===== src/rtl/key_debounce.sv =====
// Per-key push-button conditioner: polarity normalisation, 2-FF synchronizer,
// stability counter, debounced level and single-cycle press/release strobes.
module key_debounce #(
    parameter int N_KEYS          = 2,
    parameter int DEBOUNCE_CYCLES = 1_000_000,
    parameter int KEY_ACTIVE_LOW  = 1
) (
    input  logic              clk_i,
    input  logic              rst_n_i,
    input  logic [N_KEYS-1:0] key_raw_i,
    output logic [N_KEYS-1:0] key_level_o,
    output logic [N_KEYS-1:0] key_press_o,
    output logic [N_KEYS-1:0] key_release_o
);

    localparam int CNT_W = $clog2(DEBOUNCE_CYCLES);
    localparam logic [CNT_W-1:0] CNT_MAX = CNT_W'(DEBOUNCE_CYCLES - 1);

    logic [N_KEYS-1:0] w_keyN;
    logic [N_KEYS-1:0] r_sync1;
    logic [N_KEYS-1:0] r_sync2;
    logic [N_KEYS-1:0] r_stable;
    logic [N_KEYS-1:0] r_press;
    logic [N_KEYS-1:0] r_release;
    logic [CNT_W-1:0]  r_cnt [N_KEYS];

    // Normalise so that 1 always means "pressed" before the synchronizer.
    assign w_keyN = (KEY_ACTIVE_LOW != 0) ? ~key_raw_i : key_raw_i;

    // A new level is accepted only after sync2 has disagreed with the stable
    // level for DEBOUNCE_CYCLES consecutive cycles; any agreement restarts the count.
    always_ff @(posedge clk_i or negedge rst_n_i) begin
        if (!rst_n_i) begin
            r_sync1   <= '0;
            r_sync2   <= '0;
            r_stable  <= '0;
            r_press   <= '0;
            r_release <= '0;
            for (int k = 0; k < N_KEYS; k++) begin
                r_cnt[k] <= '0;
            end
        end else begin
            r_sync1 <= w_keyN;
            r_sync2 <= r_sync1;
            for (int k = 0; k < N_KEYS; k++) begin
                r_press[k]   <= 1'b0;
                r_release[k] <= 1'b0;
                if (r_sync2[k] == r_stable[k]) begin
                    r_cnt[k] <= '0;
                end else if (r_cnt[k] == CNT_MAX) begin
                    r_stable[k]  <= r_sync2[k];
                    r_cnt[k]     <= '0;
                    r_press[k]   <= r_sync2[k];
                    r_release[k] <= ~r_sync2[k];
                end else begin
                    r_cnt[k] <= r_cnt[k] + 1'b1;
                end
            end
        end
    end

    assign key_level_o   = r_stable;
    assign key_press_o   = r_press;
    assign key_release_o = r_release;

endmodule

===== config.mk =====
export PLATFORM = sky130hd
export DESIGN_NAME = key_debounce
export DESIGN_NICKNAME = d
export VERILOG_FILES = /design/src/rtl/key_debounce.sv
export SDC_FILE = /design/constraint.sdc
export NUM_CORES = 1
export LEC_CHECK = 0
export CORE_MARGIN = 1
export CORE_UTILIZATION = 55
export DETAILED_ROUTE_END_ITERATION = 10
export GPL_TIMING_DRIVEN = 0
export PLACE_DENSITY = 0.72
export SETUP_SLACK_MARGIN = 0.15
export SYNTH_ARGS = -nofsm -noshare
export SYNTH_HDL_FRONTEND = slang
export SYNTH_SLANG_ARGS = --single-unit

===== constraint.sdc =====
create_clock -name clk_i -period 2.45 [get_ports clk_i]
set_input_delay 0.735 -clock clk_i [delete_from_list [all_inputs] [get_ports clk_i]]
set_output_delay 0.735 -clock clk_i [all_outputs]
set_load 0.02 [all_outputs]

== After elaboration in Yosys (flattened, before gate mapping) ==
Cells that the tools add are included.

* Input port bits: 4
* Output and inout port bits: 6
* Logic and storage cells: 33
* Bits in registers: 50

* Mux-type cells: 12
* Equality and inequality tests: 4
* $add $sub $neg: 2
* Bitwise operators: 5
* Reductions and logical operators: 2

{| class="wikitable"
|+ Operators by type and width
! operator !! count
|-
| $mux 20 || 4
|-
| $add 20x1->20 const B || 2
|-
| $eq 20x20->1 const B || 2
|-
| $mux 1 || 8
|-
| $not 1->1 || 4
|-
| $reduce_and 2->1 || 2
|-
| $eq 1x1->1 || 2
|-
| $not 2->2 || 1
|}

== Longest topological paths before layout ==
Gate-level depths: netlist of run 1.

* Word-level depth: 3
* Mapped depth: 6
* Depth with buffers taken out: 5

== Least setup slack after synthesis of run 1 ==
No wires, ideal clock.

* Kind: reg2reg
* Start: register r_cnt[27] (netlist bit)
* End: register r_stable[0] (netlist: key_level_o[0])
* Clock period less this slack: 1.739 ns
* Setup time: 0.125 ns
* Cell stages (with the launch flop): 6
* Path buffers: 1
* Arrival time: 1.614 ns
* Required time: 2.325 ns
* Path slack: 0.711 ns
* Cell sequence: dfrtp_1 -> buf_6 -> nor4b_2 -> nand4_1 -> or3_4 -> mux2_4

* Word-level cells in the longest chain between the ends: 2

{| class="wikitable"
|+ Ends and longest elaborated chain
! element !! RTL line !! RTL
|-
| start: declaration || 25 || <nowiki>logic [CNT_W-1:0] r_cnt [N_KEYS];</nowiki>
|-
| start signal: indexed assignment || 56 || <nowiki>r_cnt[k] <= r_cnt[k] + 1'b1;</nowiki>
|-
| $eq 20x20->1 || 50 || <nowiki>end else if (r_cnt[k] == CNT_MAX) begin</nowiki>
|-
| $reduce_and 2->1 (no source line) || - ||
|-
| end signal: indexed assignment || 51 || <nowiki>r_stable[k] <= r_sync2[k];</nowiki>
|-
| end: declaration || 22 || <nowiki>logic [N_KEYS-1:0] r_stable;</nowiki>
|}

No other way between the ends.
A chain may end at the register's enable or synchronous reset.

== Final worst setup path of run 1 ==
* Start: register r_stable[0] (netlist: key_level_o[0])
* End: output port key_level_o[0]

{| class="wikitable"
|+ RTL lines
! element !! RTL line !! RTL
|-
| end: declaration || 11 || <nowiki>output logic [N_KEYS-1:0] key_level_o,</nowiki>
|}

No word-level cell between the ends.

==> flow_summary.json, run 1 <==
{
  "status": "completed",
  "fin_crit_ps": 2100,
  "startpoint": "key_level_o[0]",
  "gp_congestion": 0.792,
  "hold_viol": 0,
  "overflow": 0,
  "cp-end-kind": "primary output",
  "core-area_sq_um": 4120,
  "slew_viol_final": 0,
  "grt_usage_pct": 21.3,
  "grt_pass1_vias": 1580,
  "min_path_cells": 0,
  "nets": 253,
  "cts_setup_buffers": 0,
  "numCtsBuffers": 5,
  "p_per_area_nw_per_um2": 544,
  "rows": 23,
  "yosysUniqueCellTypes": 38,
  "ys_ff_latch": 50,
  "setup_tns_ps": 0,
  "cap_violations": 0,
  "die_area_sq_um": 4660,
  "antenna_cells": 0,
  "period_share_pct": 85.6,
  "r2r_cells": 5,
  "die_h_microns": 68.3,
  "crit_type": "register to primary output",
  "finalWirelength_mm": 4.23,
  "hold_start": "r_sync1[1]",
  "finClkSkew_ps": 8.73,
  "tightest_slew_ps": 622,
  "power_mw": 1.46,
  "ios": 10,
  "slowest_stage": "clkdlybuf4s50_1",
  "cts.htree.levels": 2,
  "ant_nets": 0,
  "die_x_microns": 68.3,
  "max_freq_mhz": 477,
  "cp.arrival_ps": 1360,
  "drt_first_iter_violations": 106,
  "antenna_found_initial": 0,
  "clk_pin_slew_ps": 90,
  "critPathMaxStageDelay_ps": 630,
  "grt_max_degree": 30,
  "dp_hpwl_mm": 2.97,
  "hold_buffers": 0,
  "holdPathEnd": "r_sync2[1]",
  "ir_drop_mv": 0.320,
  "cts.path.max_buffers": 2,
  "syn_inst": 230,
  "cts_sinks": 50,
  "avgRoutedWirePerCell_microns": 14.2,
  "final_common_cell": "dfrtp_1",
  "vias": 1668,
  "drc": 0,
  "synth.avg_cell_area_sq_um": 10.5,
  "yosysWarningCount": 0,
  "cp_cell_sequence": "clkdlybuf4s50_1",
  "final_cell_mix": "dfrtp_1 (50), nor2_1 (36), xnor2_1 (21)",
  "relSlewSlack_pct": 58.2,
  "setup_viol_count_final": 0,
  "cp.required_ps": 1710,
  "cts-resized-gates": 0,
  "initial_utilization_pct": 58.7,
  "rsz0062_at_grt": "false",
  "root_buffer": "clkbuf_8",
  "numPortBuffers": 9,
  "worstReg2RegEnd": "r_cnt[18]",
  "layout-drive-gt1-share_pct": 10.1,
  "rrSetupSlack_ps": 420,
  "cp_max_fo": 5,
  "layout_setup_ws_ps": 353,
  "via_per_inst": 5.60,
  "p_leak_nw": 1.10,
  "netlist_area_sq_um": 2420,
  "synth_fp_nets": 236,
  "timing.rr.start": "r_cnt[0]",
  "startpoint_type": "register",
  "grt_pass1_wl_mm": 7.34,
  "fillerInstances": 345,
  "area_growth_pct": 11.4,
  "clk_latency_ps": 300,
  "pre_cts_ws_ps": 441,
  "crit_family": "buffers and inverters",
  "crit_cells": 1,
  "critPathBufInv": 1,
  "hold_path.class": "register to register",
  "tritoncts": "done",
  "drt_pass1_iterations": 4,
  "seq_area_frac_synth_pct": 51.8
}
final cells by class:
| class | instances | area (sq um) | area share, % |
|---|---|---|---|
| plain buffers | 5 | 33.8 | 1.25 |
| clock buffers | 5 | 68.8 | 2.56 |
| clock inverters | 3 | 40.0 | 1.49 |
| inverters | 6 | 22.5 | 0.836 |
| multi-input cells | 169 | 1110 | 41.2 |
| flip-flops and latches | 50 | 1250 | 46.5 |
| well taps | 50 | 62.6 | 2.32 |
| repair buffers | 10 | 105 | 3.90 |
per-layer routing:
metal | track usage, % | vias up | routed length (microns)
li1 | - | 847 | -
met1 | 31.1 | 795 | 2270
met2 | 31.0 | 21 | 1830
met3 | 4.50 | 5 | 89
met4 | 7.03 | 0 | 43
met5 | 0 | - | 0
cells in the mapped netlist, drive strengths merged:
cell type	count	area [sq um]
nor4b	1	15.0
or4	2	15.0
nand2	11	41.3
buf	3	26.3
and3	8	50.1
and4bb	1	12.5
nor3b	4	30.0
o21ai	5	28.8
ha	2	25.0
nor4	10	62.6
clkbuf	2	7.51
or4b	1	13.8
o31ai	2	28.8
nand3	12	65.1
a21oi	6	30.0
and4	3	26.3
nand4b	2	17.5
nor2	36	135
mux2	2	30.0
inv	6	22.5
and2	2	12.5
mux2i	1	10.0
and2b	1	7.51
or2	1	8.76
dfrtp	50	1250
nand4	13	93.8
o221ai	1	8.76
nor3	7	35.0
xnor2	21	184
nor4bb	1	10.0
xor2	10	87.6
or3	3	23.8
stage by stage:
step                      hold slack [ps]  util, %  cell area [sq um]  cells
after detailed placement              336     62.8               2580    290
final                                 356     65.4               2690    298
after global placement                335     62.4               2570    289
after global routing                  362     65.4               2690    298
after floorplan                       331        -               2420    230
after CTS                             357     65.4               2690    298
registers in the layout, summed over array words and instances (netlist names):
name and count:
key_level_o 2, r_cnt 40, key_release_o 2, r_sync2 2, r_sync1 2, key_press_o 2
where the power goes:
part,internal (mW),switching (mW)
registers,0.836,0.0106
clock network,0.301,0.264
logic,0.0189,0.0342
how the worst max path moves through the flow:
| stage | to | slack [ps] |
|---|---|---|
| floorplan | key_level_o[0] | 710 |
| global placement | r_cnt[11] | -740 |
| detailed placement | r_cnt[18] | 440 |
| CTS | key_level_o[0] | 350 |
| global route | r_cnt[18] | 240 |
| finish | key_level_o[0] | 350 |
cells by family after synthesis:
group	count (synthesis)	share of synthesized area (%)
AO/OA/AOI/OAI	14	3.99
XOR/XNOR	31	11.2
adder cells (fa/ha/maj)	2	1.04
buffers and inverters	11	2.33
flip-flops	50	51.8
multiplexers	3	1.66
AND/OR/NAND/NOR	119	28.0
Note: power is estimated with default switching activity, not from simulation.
==> run 2: changes to the inputs <==
SLEW_MARGIN = 20   (was unset)
==> results of run 2 <==
Same layout as run 1: the final DEF is identical, and so are final timing and power.
